File: config.mk
export PLATFORM = sky130hd
export DESIGN_NAME = win_cfg_ctrl
export DESIGN_NICKNAME = d
export VERILOG_FILES = /design/src/rtl/win_cfg_ctrl.sv
export SDC_FILE = /design/constraint.sdc
export NUM_CORES = 1
export LEC_CHECK = 0
export CORE_ASPECT_RATIO = 1.75
export CORE_MARGIN = 1.5
export CORE_UTILIZATION = 54
export DETAILED_ROUTE_END_ITERATION = 6
export GPL_TIMING_DRIVEN = 1
export PLACE_DENSITY_LB_ADDON = 0.15
export REMOVE_ABC_BUFFERS = 1
export SYNTH_ARGS = -nofsm -noshare
export SYNTH_HDL_FRONTEND = slang
export SYNTH_SLANG_ARGS = --single-unit
File: constraint.sdc
create_clock -name vga_clk -period 3.15 [get_ports vga_clk]
set_input_delay 0.7875 -clock vga_clk [delete_from_list [all_inputs] [get_ports vga_clk]]
set_output_delay 0.7875 -clock vga_clk [all_outputs]
set_load 0.005 [all_outputs]
File: src/rtl/win_cfg_ctrl.sv
// Display-window configuration controller: key pulses edit shadow x/y/w/h
// registers with clamping, and the shadow is committed to the outputs only at frame_begin.
module win_cfg_ctrl #(
  parameter int H_ACT = 640,
  parameter int V_ACT = 480,
  parameter int STEP  = 8,
  parameter int MIN_W = 16,
  parameter int MIN_H = 16
) (
  input  logic       vga_clk,
  input  logic       sys_rst,
  input  logic       key_up,
  input  logic       key_down,
  input  logic       key_left,
  input  logic       key_right,
  input  logic       key_mode,
  input  logic       frame_begin,
  output logic [9:0] x,
  output logic [9:0] y,
  output logic [9:0] w,
  output logic [9:0] h,
  output logic       mode,
  output logic       key_ack,
  output logic       cfg_pending
);

  typedef enum logic [1:0] {IDLE, CALC, PEND} state_t;
  typedef enum logic [1:0] {DIR_UP, DIR_DOWN, DIR_LEFT, DIR_RIGHT} dir_t;

  localparam logic [10:0] H_LIM  = 11'(H_ACT);
  localparam logic [10:0] V_LIM  = 11'(V_ACT);
  localparam logic [10:0] MIN_WL = 11'(MIN_W);
  localparam logic [10:0] MIN_HL = 11'(MIN_H);
  localparam logic [10:0] STEP_L = 11'(STEP);

  state_t     state, state_nxt;
  dir_t       dir, dir_nxt;
  logic       any_dir, ack_nxt, mode_tgl, calc, commit;
  logic [9:0] sx, sy, sw, sh;

  // min(v+STEP, lim), evaluated at 11 bits so the sum cannot wrap
  function automatic logic [9:0] sat_inc(input logic [9:0] v, input logic [10:0] lim);
    logic [10:0] sum;
    sum = {1'b0, v} + STEP_L;
    return (sum > lim) ? lim[9:0] : sum[9:0];
  endfunction

  // v-STEP, floored at lo
  function automatic logic [9:0] sat_dec(input logic [9:0] v, input logic [10:0] lo);
    logic [10:0] dif;
    dif = {1'b0, v} - STEP_L;
    return ({1'b0, v} < (lo + STEP_L)) ? lo[9:0] : dif[9:0];
  endfunction

  assign any_dir = key_up | key_down | key_left | key_right;

  always_ff @(posedge vga_clk or posedge sys_rst) begin
    if (sys_rst) state <= IDLE;
    else         state <= state_nxt;
  end

  always_comb begin
    state_nxt = state;
    ack_nxt   = 1'b0;
    mode_tgl  = 1'b0;
    calc      = 1'b0;
    commit    = 1'b0;
    dir_nxt   = dir;
    case (state)
      IDLE: begin
        if (key_mode) begin
          mode_tgl = 1'b1;
          ack_nxt  = 1'b1;
        end else if (any_dir) begin
          ack_nxt   = 1'b1;
          state_nxt = CALC;
        end
      end
      CALC: begin
        calc      = 1'b1;
        state_nxt = PEND;
      end
      PEND: begin
        // frame_begin outranks every key so a commit is never delayed
        if (frame_begin) begin
          commit    = 1'b1;
          state_nxt = IDLE;
        end else if (key_mode) begin
          mode_tgl = 1'b1;
          ack_nxt  = 1'b1;
        end else if (any_dir) begin
          ack_nxt   = 1'b1;
          state_nxt = CALC;
        end
      end
      default: state_nxt = IDLE;
    endcase
    if (state_nxt == CALC) begin
      if (key_up)        dir_nxt = DIR_UP;
      else if (key_down) dir_nxt = DIR_DOWN;
      else if (key_left) dir_nxt = DIR_LEFT;
      else               dir_nxt = DIR_RIGHT;
    end
  end

  always_ff @(posedge vga_clk or posedge sys_rst) begin
    if (sys_rst) begin
      dir         <= DIR_UP;
      key_ack     <= 1'b0;
      mode        <= 1'b0;
      cfg_pending <= 1'b0;
    end else begin
      dir     <= dir_nxt;
      key_ack <= ack_nxt;
      if (mode_tgl) mode <= ~mode;
      if (calc)        cfg_pending <= 1'b1;
      else if (commit) cfg_pending <= 1'b0;
    end
  end

  // Shadow edit stage, then commit stage into the committed window
  always_ff @(posedge vga_clk or posedge sys_rst) begin
    if (sys_rst) begin
      sx <= '0;
      sy <= '0;
      sw <= H_LIM[9:0];
      sh <= V_LIM[9:0];
      x  <= '0;
      y  <= '0;
      w  <= H_LIM[9:0];
      h  <= V_LIM[9:0];
    end else begin
      if (calc) begin
        if (!mode) begin
          case (dir)
            DIR_RIGHT: sx <= sat_inc(sx, H_LIM - {1'b0, sw});
            DIR_LEFT:  sx <= sat_dec(sx, 11'd0);
            DIR_DOWN:  sy <= sat_inc(sy, V_LIM - {1'b0, sh});
            default:   sy <= sat_dec(sy, 11'd0);
          endcase
        end else begin
          case (dir)
            DIR_RIGHT: sw <= sat_inc(sw, H_LIM - {1'b0, sx});
            DIR_LEFT:  sw <= sat_dec(sw, MIN_WL);
            DIR_DOWN:  sh <= sat_inc(sh, V_LIM - {1'b0, sy});
            default:   sh <= sat_dec(sh, MIN_HL);
          endcase
        end
      end
      if (commit) begin
        x <= sx;
        y <= sy;
        w <= sw;
        h <= sh;
      end
    end
  end

endmodule

After elaboration in Yosys (flattened, before gate mapping) --
Cells that the tools add are included.
Storage, ports and cells: register bits after elaboration 87, input bits 8, word-level logic and storage cells 83, output and inout port bits 43
Operators by class: reductions and logical operators 8, add/subtract/negate cells 12, bitwise logic cells 5, equality and inequality tests 6, order comparisons 8, muxes and demuxes 31
Operator list (number):
- two-way mux 10 bit | 8
- case mux 10 bit (2 select lines) | 4
- adder 10 x 4 -> 11 bit (second input constant) | 4
- > comparator 11 bit | 4
- subtractor 10 x 4 -> 10 bit (second input constant) | 4
- subtractor 10 x 10 -> 11 bit (first input constant) | 2
- subtractor 9 x 10 -> 11 bit (first input constant) | 2
- less-than comparator 10 x 4 -> 1 bit (second input constant) | 2
- less-than comparator 10 x 5 -> 1 bit (second input constant) | 2
- AND reduction 3 bit | 4
- two-way mux 1 bit | 11
- two-way mux 2 bit | 5
- == test 2 x 1 -> 1 bit (second input constant) | 3
- == test 2 bit (second input constant) | 3
- case mux 2 bit (3 select lines) | 1
- case mux 1 bit (2 select lines) | 2
- nonzero test 2 bit | 2
- OR 1 bit | 3
- logical NOT 2 bit | 1
- inverter 1 bit | 2
- OR reduction 2 bit | 1

Longest topological paths before layout --
depth in word-level cells 8, gate-level depth with buffers 16, gate-level depth less buffers 14

Least setup slack after synthesis --
No wires, ideal clock.
path type flip-flop to flip-flop, start register sy[3], end register sh[4], data required time 3.068 ns, period minus slack after synthesis 3.197 ns, slack -0.047 ns, stages on the path, launching flop included 15, library setup time 0.082 ns, buffers on the path 1, arrival 3.115 ns, cells stage by stage dfrtp_1 -> inv_1 -> ha_1 -> nor4b_1 -> nor2_1 -> xnor2_1 -> ha_1 -> and4_1 -> and2_1 -> o21a_1 -> o211ai_1 -> and3_1 -> buf_2 -> or3_1 -> a31oi_1
On the way: cells in the longest elaborated chain, start to end 4
RTL lines:
- start: declaration | line 39 | logic [9:0] sx, sy, sw, sh;
- start signal: assignment | line 138 | DIR_DOWN: sy <= sat_inc(sy, V_LIM - {1'b0, sh});
- start signal: assignment | line 139 | default: sy <= sat_dec(sy, 11'd0);
- subtractor 9 x 10 -> 11 bit (*) | line 145 | DIR_DOWN: sh <= sat_inc(sh, V_LIM - {1'b0, sy});
- > comparator 11 bit | line 45 | return (sum > lim) ? lim[9:0] : sum[9:0];
- two-way mux 10 bit (*) | line 45
- case mux 10 bit (2 select lines) (*) | line 142 | case (dir)
- end signal: assignment | line 127 | sh <= V_LIM[9:0];
- end signal: assignment | line 145
- end signal: assignment | line 146 | default: sh <= sat_dec(sh, MIN_HL);
- end: declaration | line 39
Every way passes the cells marked *; elsewhere a longest branch is shown, timed or not. A chain may end at the register's enable or synchronous reset.

Worst setup path after layout --
start register sh[7], end register sh[8]
On the way: cells in the longest elaborated chain, start to end 4, elaborated cells between the ends (all ways) 7, classes of those cells 2 x add/sub; 2 x order compare; 3 x mux
RTL lines:
- adder 10 x 4 -> 11 bit | line 44 | sum = {1'b0, v} + STEP_L;
- > comparator 11 bit | line 45
- two-way mux 10 bit | line 45
- case mux 10 bit (2 select lines) (*) | line 142
Marked as above.

==> flow_summary.ini <==
[status]
outcome = complete, no violations

[grt]
grt_util_all_layers = 0.303
overflow = 0
grt_pass1_vias = 6503
grt_max_degree = 45
grt_pass1_wl_microns = 30800
antenna_found_initial = 0

[critical_path]
startpoint_type = flip-flop
cp-end-kind = flip-flop
ff2ff_setup_slack_ns = 0.02
reg2reg_to = sh[8]
required_ns = 3.43
reg2reg_depth = 11
reg2reg_from = sh[7]
cp.arrival_ns = 3.41
crit_fanout = 5
critPathKind = flip-flop to flip-flop

[die]
io_pins = 51
die_area_sq_mm = 0.0132
die_w_microns = 87.5
coreArea_sq_mm = 0.0121
dieHeight_microns = 151
rows = 53
initial_core_util = 0.556

[pwr]
ir_drop_uv = 659
p_leak_nw = 3.67
power.density_mw_per_mm2 = 917
totalPowerFinal_mw = 7.70

[cells_and_area]
fill_cells = 944
layout-drive-gt1-share = 0.212
finish.utilization = 0.693
area_delta_synth_final_pct = 24.5
diodes = 0
post_layout_nonfiller_instances = 1042
nets = 938

[clocking]
clkLatencyLatePin_ns = 0.34
htree_levels = 3
cts_sinks = 87
root_buffer = clkbuf_16
clkSlewWorstSetupHoldPaths_ns = 0.07
cts_tree = yes
cts_hold_buffers = 0
cts_buffers = 9
clk_path_buf_depth = 2

[timing]
worstMarginPinSlew_ns = 0.646
hold_violations = 0
rsz0062_at_grt = true
fin_skew_ns = 0.00788
finalCriticalPeriod_ns = 3.13
holdWs_ns = 0.482
finalSetupTns_ns = 0
fmax_mhz = 320
finalSetupViolCount = 0
maxSlewViolCount = 0
slew_headroom = 0.567
fin_crit_sh = 0.992

[route]
drc = 0
first_pass_iters = 5
drtIter0Drc = 361
vias = 6458
wl_microns = 20100
viasPerCell = 6.20
drtAntennaViolNets = 0
wl_per_cell_microns = 19.3

[synthesis]
ys_warn_count = 0
synth_edf_count = 0
avgSynthCellArea_sq_um = 8.64
yosysSeqAreaShare = 0.325
ys.flop_type = dfrtp_1
yosysUniqueCellTypes = 75
ys_async_sr_fraction = 1.00
synth_cells = 781
syn_area_sq_mm = 0.00675
ys_ff_latch = 87

[min_path]
min_from = w[9]
whs_path_depth = 2
hp-class = flip-flop to flip-flop
holdPathEnd = w[9]

[place]
dpl.hpwl_microns = 15000
dp.cells = 1008
port_buffers = 50
place.gp.congestion = 1.00

[flow_run]
drv_cap = 0
## worst max path at each step
| stage | start | to | slack [ns] | depth (start not counted) |
|---|---|---|---|---|
| final | sh[7] | sh[8] | 0.02 | 11 |
| after global routing | sh[7] | sh[8] | -0.11 | 11 |
| after CTS | sh[1] | sy[8] | -0.005 | 12 |
| after detailed placement | sy[3] | sh[5] | -0.08 | 13 |
| after global placement | sy[3] | sh[5] | -0.02 | 13 |
| after floorplan | sw[3] | sx[0] | -0.16 | 11 |
## where the power goes
| group | internal (mW) | switching, mW | total [mW] |
|---|---|---|---|
| Clock | 0.719 | 0.473 | 1.19 |
| Sequential | 1.45 | 0.327 | 1.78 |
| Combinational | 2.14 | 2.59 | 4.73 |
| Total | 4.31 | 3.39 | 7.70 |
## critical path, cell delays in order, from the launching register on
cell      delay (ns)
dfstp_2         0.58
nand3_2         0.14
or3_4           0.36
xnor2_2         0.15
ha_1            0.33
and4_1          0.22
and2_4          0.15
o21a_1          0.13
o211ai_1        0.14
and3_4          0.24
or4_1           0.52
nand3_1         0.11
## cells by family after synthesis
logic type / count (synthesis) / share of synthesized area
AND/OR/NAND/NOR: 277 / 0.205
AO/OA/AOI/OAI: 185 / 0.179
flip-flops: 87 / 0.325
buffers and inverters: 84 / 0.0526
multiplexers: 39 / 0.0613
XOR/XNOR: 51 / 0.0693
adder cells (fa/ha/maj): 58 / 0.107
## sequential cells by signal (all words and copies together) (netlist names)
register and flops:
w 10, state 2, cfg_pending 1, h 10, mode 1, key_ack 1, sh 10, sw 10
x 10, y 10, dir 2, sx 10, sy 10
## area by class of cell
class | instances | area, sq um | share of cell area
clock buffers | 11 | 243 | 0.0289
clock inverters | 5 | 82.6 | 0.00983
inverters | 42 | 163 | 0.0194
multi-input cells | 612 | 4470 | 0.531
flip-flops and latches | 87 | 2200 | 0.262
well taps | 165 | 206 | 0.0246
repair buffers | 120 | 1050 | 0.124
## cells in the mapped netlist, types with 3 or more instances
| library cell | count | share of area |
|---|---|---|
| a211o_1 | 3 | 0.0039 |
| xnor2_1 | 34 | 0.044 |
| mux2i_1 | 20 | 0.030 |
| inv_1 | 41 | 0.023 |
| nand2_1 | 83 | 0.046 |
| a21o_1 | 3 | 0.0033 |
| nor2_1 | 56 | 0.031 |
| a2bb2oi_1 | 3 | 0.0039 |
| o21a_1 | 8 | 0.0089 |
| mux2_2 | 19 | 0.032 |
| o221ai_1 | 4 | 0.0052 |
| o31ai_1 | 8 | 0.0089 |
| a221o_1 | 4 | 0.0059 |
| buf_2 | 5 | 0.0037 |
| clkbuf_1 | 29 | 0.016 |
| nand4_1 | 11 | 0.010 |
| buf_6 | 4 | 0.0067 |
| nand3_1 | 22 | 0.016 |
| nor3_1 | 26 | 0.019 |
| dfrtp_1 | 75 | 0.28 |
| o211ai_1 | 13 | 0.014 |
| o21ai_0 | 66 | 0.049 |
| buf_1 | 3 | 0.0017 |
| a31oi_1 | 6 | 0.0056 |
| o31ai_2 | 3 | 0.0056 |
| a22oi_1 | 3 | 0.0033 |
| and3_1 | 10 | 0.0093 |
| o22ai_1 | 3 | 0.0028 |
| nor3b_1 | 4 | 0.0044 |
| nor2b_1 | 9 | 0.0083 |
| ha_1 | 58 | 0.11 |
| dfstp_2 | 12 | 0.047 |
| a21oi_1 | 30 | 0.022 |
| xor2_1 | 15 | 0.019 |
| o21ai_1 | 5 | 0.0037 |
| nor4_1 | 3 | 0.0028 |
| or3_1 | 12 | 0.011 |
| and2_1 | 17 | 0.016 |
| nand2b_1 | 9 | 0.0083 |
## routing by layer
metal	up-vias	routed length [microns]	global-route usage
li1	2950	-	-
met1	3119	6730	0.288
met2	282	11000	0.568
met3	107	809	0.0343
met4	0	1570	0.240
met5	-	0	0
## metrics by stage
| step | area, sq um | setup slack [ns] |
|---|---|---|
| after global routing | 8400 | -0.106 |
| after global placement | 7680 | -0.0164 |
| after floorplan | 6550 | -0.158 |
| after CTS | 8030 | -0.00518 |
| final | 8400 | 0.0249 |
| after detailed placement | 7680 | -0.0813 |
## cells in the final DEF, fill, tap and decap left out, types with 13 or more instances in the layout
master	count
a21oi_1	28
and2_1	16
buf_4	67
clkdlybuf4s50_1	50
dfrtp_1	70
ha_1	54
inv_1	33
mux2_2	19
mux2i_1	19
nand2_1	83
nand3_1	21
nor2_1	51
nor3_1	23
o211ai_1	13
o21ai_0	63
xnor2_1	29
## repair_timing
item,4_1_cts,5_1_grt
cloned,0,2
buffers inserted,0,16
pin swaps,0,21
resized for setup,6,57
setup endpoints to repair,12,37
Note: power is estimated with default switching activity, not from simulation.
